<file path="config.mk">
export PLATFORM = sky130hd
export DESIGN_NAME = mem_ctrl
export DESIGN_NICKNAME = d
export VERILOG_FILES = /design/src/rtl/mem_ctrl.sv
export SDC_FILE = /design/constraint.sdc
export NUM_CORES = 1
export LEC_CHECK = 0
export BUFFER_PORTS_ARGS = -buffer_cell sky130_fd_sc_hd__buf_2
export CAP_MARGIN = 10
export CORE_MARGIN = 2
export CORE_UTILIZATION = 47
export CTS_BUF_LIST = sky130_fd_sc_hd__clkbuf_4 sky130_fd_sc_hd__clkbuf_8 sky130_fd_sc_hd__clkbuf_16
export DETAILED_ROUTE_END_ITERATION = 7
export GPL_ROUTABILITY_DRIVEN = 0
export PLACE_DENSITY_LB_ADDON = 0.3
export SYNTH_ARGS = -nofsm -noshare
export SYNTH_HDL_FRONTEND = slang
export SYNTH_SLANG_ARGS = --single-unit
</file>
<file path="constraint.sdc">
create_clock -name clk -period 2.15 [get_ports clk]
set_input_delay 0.43 -clock clk [delete_from_list [all_inputs] [get_ports clk]]
set_output_delay 0.43 -clock clk [all_outputs]
set_load 0.05 [all_outputs]
</file>
<file path="src/rtl/mem_ctrl.sv">
// mem_ctrl: single-port load/store controller with alignment checks, extraction and sub-word read-modify-write.
// Byte/halfword support is enabled by defining MEM_CTRL_SUBWORD_EN; otherwise only word accesses succeed.
module mem_ctrl #(
  parameter int MEM_AW = 10,
  parameter int DW     = 32
) (
  input  logic              clk,
  input  logic              rst,
  input  logic              req_i,
  input  logic              we_i,
  input  logic [1:0]        size_i,
  input  logic              uns_i,
  input  logic [MEM_AW+1:0] addr_i,
  input  logic [DW-1:0]     wdata_i,
  output logic              ready_o,
  output logic              done_o,
  output logic              err_o,
  output logic [DW-1:0]     rdata_o,
  output logic              mem_rw_o,
  output logic [MEM_AW-1:0] mem_addr_o,
  output logic [DW-1:0]     mem_wdata_o,
  input  logic [DW-1:0]     mem_rdata_i
);
`ifdef MEM_CTRL_SUBWORD_EN
  typedef enum logic [2:0] {IDLE, RD, RMW_RD, WR, DONE} state_t;
`else
  typedef enum logic [2:0] {IDLE, RD, WR, DONE} state_t;
`endif
  state_t            state_q, state_d;
  logic [MEM_AW+1:0] addr_q;
  logic [DW-1:0]     wdata_q, rdata_q, ld_d;
  logic              err_q, bad, acc;
  assign acc = state_q == IDLE && req_i;
`ifdef MEM_CTRL_SUBWORD_EN
  logic [1:0]    size_q;
  logic          uns_q;
  logic [7:0]    b;
  logic [15:0]   h;
  logic [4:0]    sh;
  logic [DW-1:0] lane, merged;
  always_comb begin
    bad    = size_i == 2'b11 || (size_i == 2'b01 && addr_i[0]) || (size_i == 2'b10 && addr_i[1:0] != 2'b00);
    sh     = {addr_q[1:0], 3'b000};
    b      = 8'(mem_rdata_i >> sh);
    h      = 16'(mem_rdata_i >> {addr_q[1], 4'b0000});
    ld_d   = size_q == 2'b00 ? {{24{~uns_q & b[7]}}, b} : size_q == 2'b01 ? {{16{~uns_q & h[15]}}, h} : mem_rdata_i;
    lane   = (size_q == 2'b00 ? 32'h0000_00FF : 32'h0000_FFFF) << sh;
    merged = (mem_rdata_i & ~lane) | ((wdata_q << sh) & lane);
  end
  always_ff @(posedge clk or negedge rst)
    if (!rst) begin
      size_q <= 2'b00;
      uns_q  <= 1'b0;
    end else if (acc) begin
      size_q <= size_i;
      uns_q  <= uns_i;
    end
`else
  logic unused_sub;
  assign bad        = size_i != 2'b10 || addr_i[1:0] != 2'b00;
  assign ld_d       = mem_rdata_i;
  assign unused_sub = ^{uns_i, addr_q[1:0]};
`endif
  // Access type is resolved at acceptance and carried by the state itself.
  always_comb begin
    state_d = state_q;
    case (state_q)
`ifdef MEM_CTRL_SUBWORD_EN
      IDLE:    if (req_i) state_d = bad ? DONE : !we_i ? RD : size_i == 2'b10 ? WR : RMW_RD;
      RMW_RD:  state_d = WR;
`else
      IDLE:    if (req_i) state_d = bad ? DONE : !we_i ? RD : WR;
`endif
      RD, WR:  state_d = DONE;
      default: state_d = IDLE;
    endcase
  end
  always_ff @(posedge clk or negedge rst)
    if (!rst) begin
      state_q <= IDLE;
      addr_q  <= '0;
      wdata_q <= '0;
      rdata_q <= '0;
      err_q   <= 1'b0;
    end else begin
      state_q <= state_d;
      if (acc) begin
        addr_q  <= addr_i;
        wdata_q <= wdata_i;
        err_q   <= bad;
      end
      if (state_q == RD) rdata_q <= ld_d;
`ifdef MEM_CTRL_SUBWORD_EN
      if (state_q == RMW_RD) wdata_q <= merged;
`endif
    end
  // Gating with rst kills a write in the same cycle reset is asserted.
  assign ready_o     = rst && state_q == IDLE;
  assign done_o      = state_q == DONE;
  assign err_o       = done_o && err_q;
  assign mem_rw_o    = rst && state_q == WR;
  assign rdata_o     = rdata_q;
  assign mem_addr_o  = addr_q[MEM_AW+1:2];
  assign mem_wdata_o = wdata_q;
endmodule

</file>
==> qor.yml, run 1 <==
status:
  status: "finished, violations left"
  violations: "DRC"
die:
  die_area_um2: 7370
  io_pins: 161
  die_h_um: 85.8
  core-area_um2: 6420
  row_count: 29
  initial_core_util: 0.490
  fp.dieW_um: 85.8
timing:
  fin_crit_sh: 0.915
  tightest_slew_ps: 903
  tns_ps: 0
  skew_ps: 11.1
  finalCriticalPeriod_ps: 1970
  slew_headroom: 0.398
  timing.hold.ws_ps: 310
  rsz0062_at_grt: "no"
  maxSlewViolCount: 0
  timing.final.ws_setup_ps: 184
  setup_violations: 0
  hold_viol: 0
  max_freq_mhz: 509
global_routing:
  grt_overflow: 0
  grt_pass1_wl_mm: 9.61
  grt_util_met3: 0.0577
  grt.busiest_layer: "met2"
  grt_max_degree: 75
  grt_antenna_before_repair: 0
  gr-usage-all-layers: 0.170
  grt.met2_usage: 0.265
  met1_usage: 0.210
  first_global_vias: 2028
logic_synthesis:
  syn_area_per_cell_um2: 17.2
  yosys_warnings: 0
  syn_nets: 270
  synth_cell_types: 19
  synth_top_area_share: 0.612
  synth-seq-cells: 77
  synthTopCellsByArea: "dfrtp_1 (61%), mux2_4 (18%), mux2_2 (12%), ha_1 (1.6%), buf_6 (1.4%)"
  yosysSeqAreaShare: 0.612
  synthCells: 183
  syn-cell-area_um2: 3150
  synth_top_area_cell: "dfrtp_1"
final_layout:
  final_layout_size_suffix_gt1_frac: 0.711
  syn_to_final_growth_pct: 35.3
  diodes: 0
  fin_nets: 438
clocking:
  root_buffer: "clkbuf_8"
  clkSlewWorstSetupHoldPaths_ps: 80
  postCtsSetupBuffers: 0
  cts.htree.levels: 3
  insertion_delay_ps: 330
  clk_path_buf_depth: 2
  cts_tree: "done"
  numCtsBuffers: 9
  clkSinkCount: 77
critical_path:
  arrival_ps: 1540
  max_stage_delay_ps: 420
  cp_top_family: "flip-flops"
  crit_path_end_kind: "primary output"
  path_buf_inv: 2
  path_depth: 4
  cp-start-kind: "register"
  reg2regPathDepth: 5
  slowest_stage: "dfrtp_1"
  worstPathRequired_ps: 1720
  cp_cell_sequence: "inv_1 -> ha_1 -> and2_1 -> buf_2"
  crit_fanout: 5
  crit_type: "register to primary output"
detailed_routing:
  routed_wl_mm: 6.24
  antenna_left: 0
  wl_per_cell_um: 14.4
  first_pass_iters: 6
  vias: 2076
  viasPerCell: 4.79
  drt_iter0_drc: 90
  drc: 12
run:
  max_cap_violations: 0
place:
  port_buffers: 159
  hpwl_mm: 4.72
  pre_cts_slack_ps: 471
hold_path:
  min-delay-path-class: "input port to register"
  worstHoldPathCells: 2
## registers in the layout, summed over array words and instances (netlist names)
register,count
mem_wdata_o,32
rdata_o,32
addr_q,10
state_q,2
err_q,1
## synthesized netlist by cell type (all sizes together)
cell type	n
buf	7
o21ai	5
nand3b	1
mux2	74
nand2b	1
nor3b	1
nand2	2
nor4b	1
and3b	1
nor2b	3
ha	4
clkbuf	1
and2	3
dfrtp	77
inv	2
## per-layer routing
| layer | wire length (µm) | part of all wire | up-vias |
|---|---|---|---|
| met5 | 0 | 0 | - |
| met4 | 92 | 0.015 | 0 |
| met3 | 559 | 0.090 | 9 |
| met2 | 3000 | 0.48 | 103 |
| met1 | 2590 | 0.41 | 988 |
| li1 | - | - | 976 |
## worst paths after layout
kind                                   startpoint                     endpoint  slack (ps)
min reg2reg                rdata_o[5]$_DFFE_PN0N_       rdata_o[5]$_DFFE_PN0N_         490
min                                mem_rdata_i[5]       rdata_o[5]$_DFFE_PN0N_         310
max in group asynchronous                     rst  mem_wdata_o[31]$_DFFE_PN0P_         600
min in group asynchronous                     rst       state_q[1]$_DFFE_PN0P_         460
max reg2reg                state_q[0]$_DFFE_PN0P_  mem_wdata_o[26]$_DFFE_PN0P_         490
max                        state_q[1]$_DFFE_PN0P_                      ready_o         180
## layout by cell type (no fill, tap or decap)
| cell type | count |
|---|---|
| clkinv_4 | 1 |
| clkinvlp_4 | 2 |
| buf_2 | 158 |
| bufinv_16 | 2 |
| nor4b_1 | 1 |
| o21ai_0 | 5 |
| clkbuf_8 | 10 |
| inv_1 | 2 |
| nand2_4 | 1 |
| and2_1 | 3 |
| ha_1 | 4 |
| mux2_2 | 34 |
| nand3b_1 | 1 |
| nor2b_1 | 3 |
| nand2b_1 | 1 |
| and3b_1 | 1 |
| mux2_1 | 2 |
| dfrtp_1 | 77 |
| nand2_1 | 1 |
| buf_12 | 1 |
| clkbuf_4 | 1 |
| dlygate4sd3_1 | 1 |
| mux2_4 | 38 |
| buf_4 | 5 |
| nor3b_1 | 1 |
## stage by stage
stage / cell area (µm²) / instances / utilization
2_1_floorplan: 3150 / 183 / -
3_3_place_gp: 4020 / 416 / 0.626
3_5_place_dp: 4020 / 416 / 0.626
4_1_cts: 4260 / 433 / 0.663
5_1_grt: 4260 / 433 / 0.663
6_report: 4260 / 433 / 0.663
## layout make-up
type	count	area [µm²]
Sequential cell	77	1930
Clock inverter	5	83.8
Multi-Input combinational cell	96	1140
Timing Repair Buffer	165	858
Clock buffer	11	145
Fill cell	511	2160
Inverter	2	7.51
Tap cell	77	96.3
## worst register-to-register path, stage by stage (launching register included)
cell and delay, ps:
dfrtp_1 400, inv_1 80, ha_1 290, nand2_4 220, buf_4 240, mux2_2 340
## cell families (layout without fill, tap and decap cells)
kind of cell	count (synthesis)	after routing	synth area share
adders and majority gates	4	4	0.0159
AOI/OAI and AO/OA	5	5	0.00795
muxes	74	74	0.310
buffers and inverters	10	183	0.0250
DFF	77	77	0.612
and+or+nand+nor	13	13	0.0290
## timing repair
action | 4_1_cts | 5_1_grt
hold endpoints to repair | 3 | 0
hold buffers | 1 | 0
endpoints found under the setup margin | 0 | 0
resized for setup | 0 | 0
Power of run 1 is not shown: default switching activity piles up to over one toggle a cycle in this logic, so the estimate is an artifact.
==> run 2: changes to the inputs <==
CORE_UTILIZATION = 41   (was 47)
clock period = 1.8 ns   (was 2.15 ns; I/O delays follow)
==> run 2 against run 1 <==
Against the previous run: the flow now finishes without violations; setup slack worse by 110 ps; design area grew 1.6%; largest cell class unchanged; highest routed layer unchanged; critical endpoint is now err_o; first-iteration DRC count fell by 67%; critical path depth is 1 lower; critical path type unchanged; register-to-register slack got worse by 200 ps; via count up 0.39%; sequential share of layout area decreased by 0.69 points; die area rose by 14%; flip-flop and latch count unchanged.
==> qor.yml, run 2 (synthesis gave the netlist of run 1 again) <==
timing:
  finalCriticalPeriod_ps: 1720
  setup_violations: 0
  skew_ps: 11.0
  maxSlewViolCount: 0
  tightest_slew_ps: 434
  slew_headroom: 0.706
  rsz0062_at_grt: "no"
  hold_viol: 0
  tns_ps: 0
  fin_crit_sh: 0.957
  max_freq_mhz: 581
detailed_routing:
  viasPerCell: 4.56
  highest_layer: "met4"
  vias: 2084
  wl_met2_mm: 2.76
  drt_iter0_drc: 30
  first_pass_iters: 4
  drc: 0
  routed_wl_mm: 6.29
  wl_per_cell_um: 13.8
  wl_met3_um: 644
  met1_length_mm: 2.83
  antenna_left: 0
run:
  max_cap_violations: 0
critical_path:
  cp_cell_sequence: "ha_1 -> and2_1 -> clkbuf_4"
  path_buf_inv: 1
  r2r_slack_ps: 290
  cp_top_family: "flip-flops"
  max_stage_delay_ps: 440
  slowest_stage: "dfrtp_2"
  crit_fanout: 4
  crit_type: "register to primary output"
  cp-start-kind: "register"
  path_depth: 3
  r2r_start: "state_q[1]$_DFFE_PN0P_"
  reg2reg_to: "addr_q[6]$_DFFE_PN0P_"
  reg2regPathDepth: 5
  worstPathRequired_ps: 1440
  arrival_ps: 1360
  crit_path_end_kind: "primary output"
die:
  fp.dieW_um: 91.6
  io_pins: 161
  initial_core_util: 0.429
  row_count: 31
  die_h_um: 91.6
  core-area_um2: 7330
  die_area_um2: 8400
final_layout:
  fill_cells: 622
  diodes: 0
  syn_to_final_growth_pct: 37.5
  fin_nets: 440
  multi_input_area_um2: 1150
  final_common_cell: "buf_2"
  layout_common_cells: "buf_2 (155), dfrtp_1 (76), mux2_4 (38)"
  regArea_um2: 1930
  final_layout_size_suffix_gt1_frac: 0.723
clocking:
  clkSlewWorstSetupHoldPaths_ps: 90
  numCtsBuffers: 9
  clkSinkCount: 77
  cts.htree.levels: 3
  postCtsHoldBufs: 0
  clk_path_buf_depth: 2
  root_buffer: "clkbuf_8"
  cts_tree: "done"
  insertion_delay_ps: 340
hold_path:
  min-delay-path-class: "input port to async pin"
place:
  hpwl_mm: 4.63
  port_buffers: 159
status:
  status: "complete, no violations"
global_routing:
  gr-usage-all-layers: 0.151
  grt_pass1_wl_mm: 9.88
  grt_overflow: 0
  grt_antenna_before_repair: 0
  first_global_vias: 2076
  grt_max_degree: 78
[run 2: changes by cell type in the layout (fill, tap and decap cells not counted), sizes merged]
cell and change:
inv +4, buf +2, bufinv -1, clkbuf -1, clkinv -1, dlygate4sd3 -1
[run 2: metrics by stage]
step,hold slack (ps),instances,utilization,instance area (µm²),setup slack (ps)
2_1_floorplan,64.4,183,-,3150,66.6
3_3_place_gp,462,440,0.558,4090,221
3_5_place_dp,462,440,0.558,4090,188
5_1_grt,86.6,457,0.591,4330,1.29
6_report,70.6,457,0.591,4330,78.3
4_1_cts,75.3,456,0.586,4300,1.71
[run 2: how the worst max path moves through the flow]
| stage | start | end | slack, ps |
|---|---|---|---|
| 2_1_floorplan | state_q[0]$_DFFE_PN0P_ | err_o | 70 |
| 3_3_place_gp | state_q[0]$_DFFE_PN0P_ | addr_q[5]$_DFFE_PN0P_ | 220 |
| 3_5_place_dp | state_q[0]$_DFFE_PN0P_ | addr_q[8]$_DFFE_PN0P_ | 190 |
| 4_1_cts | state_q[1]$_DFFE_PN0P_ | ready_o | 2 |
| 5_1_grt | state_q[0]$_DFFE_PN0P_ | err_o | 1 |
| 6_report | state_q[0]$_DFFE_PN0P_ | err_o | 80 |
[run 2: repair_timing]
item,CTS,global route
endpoints found under the setup margin,1,3
buffers inserted,0,1
resized for setup,2,8
[run 2: area by class of cell]
class | count | area share
clock buffer | 9 | 0.0286
timing repair buffer | 167 | 0.210
inverter | 2 | 0.00173
tap | 99 | 0.0286
clock inverter | 7 | 0.0185
sequential | 77 | 0.445
multi-input combinational | 96 | 0.267
[run 2: layer usage]
layer	track usage	up-vias
li1	-	976
met1	0.197	986
met2	0.235	115
met3	0.0477	7
met4	0.0568	0
met5	0	-
Power of run 2 is left out for the same reason.
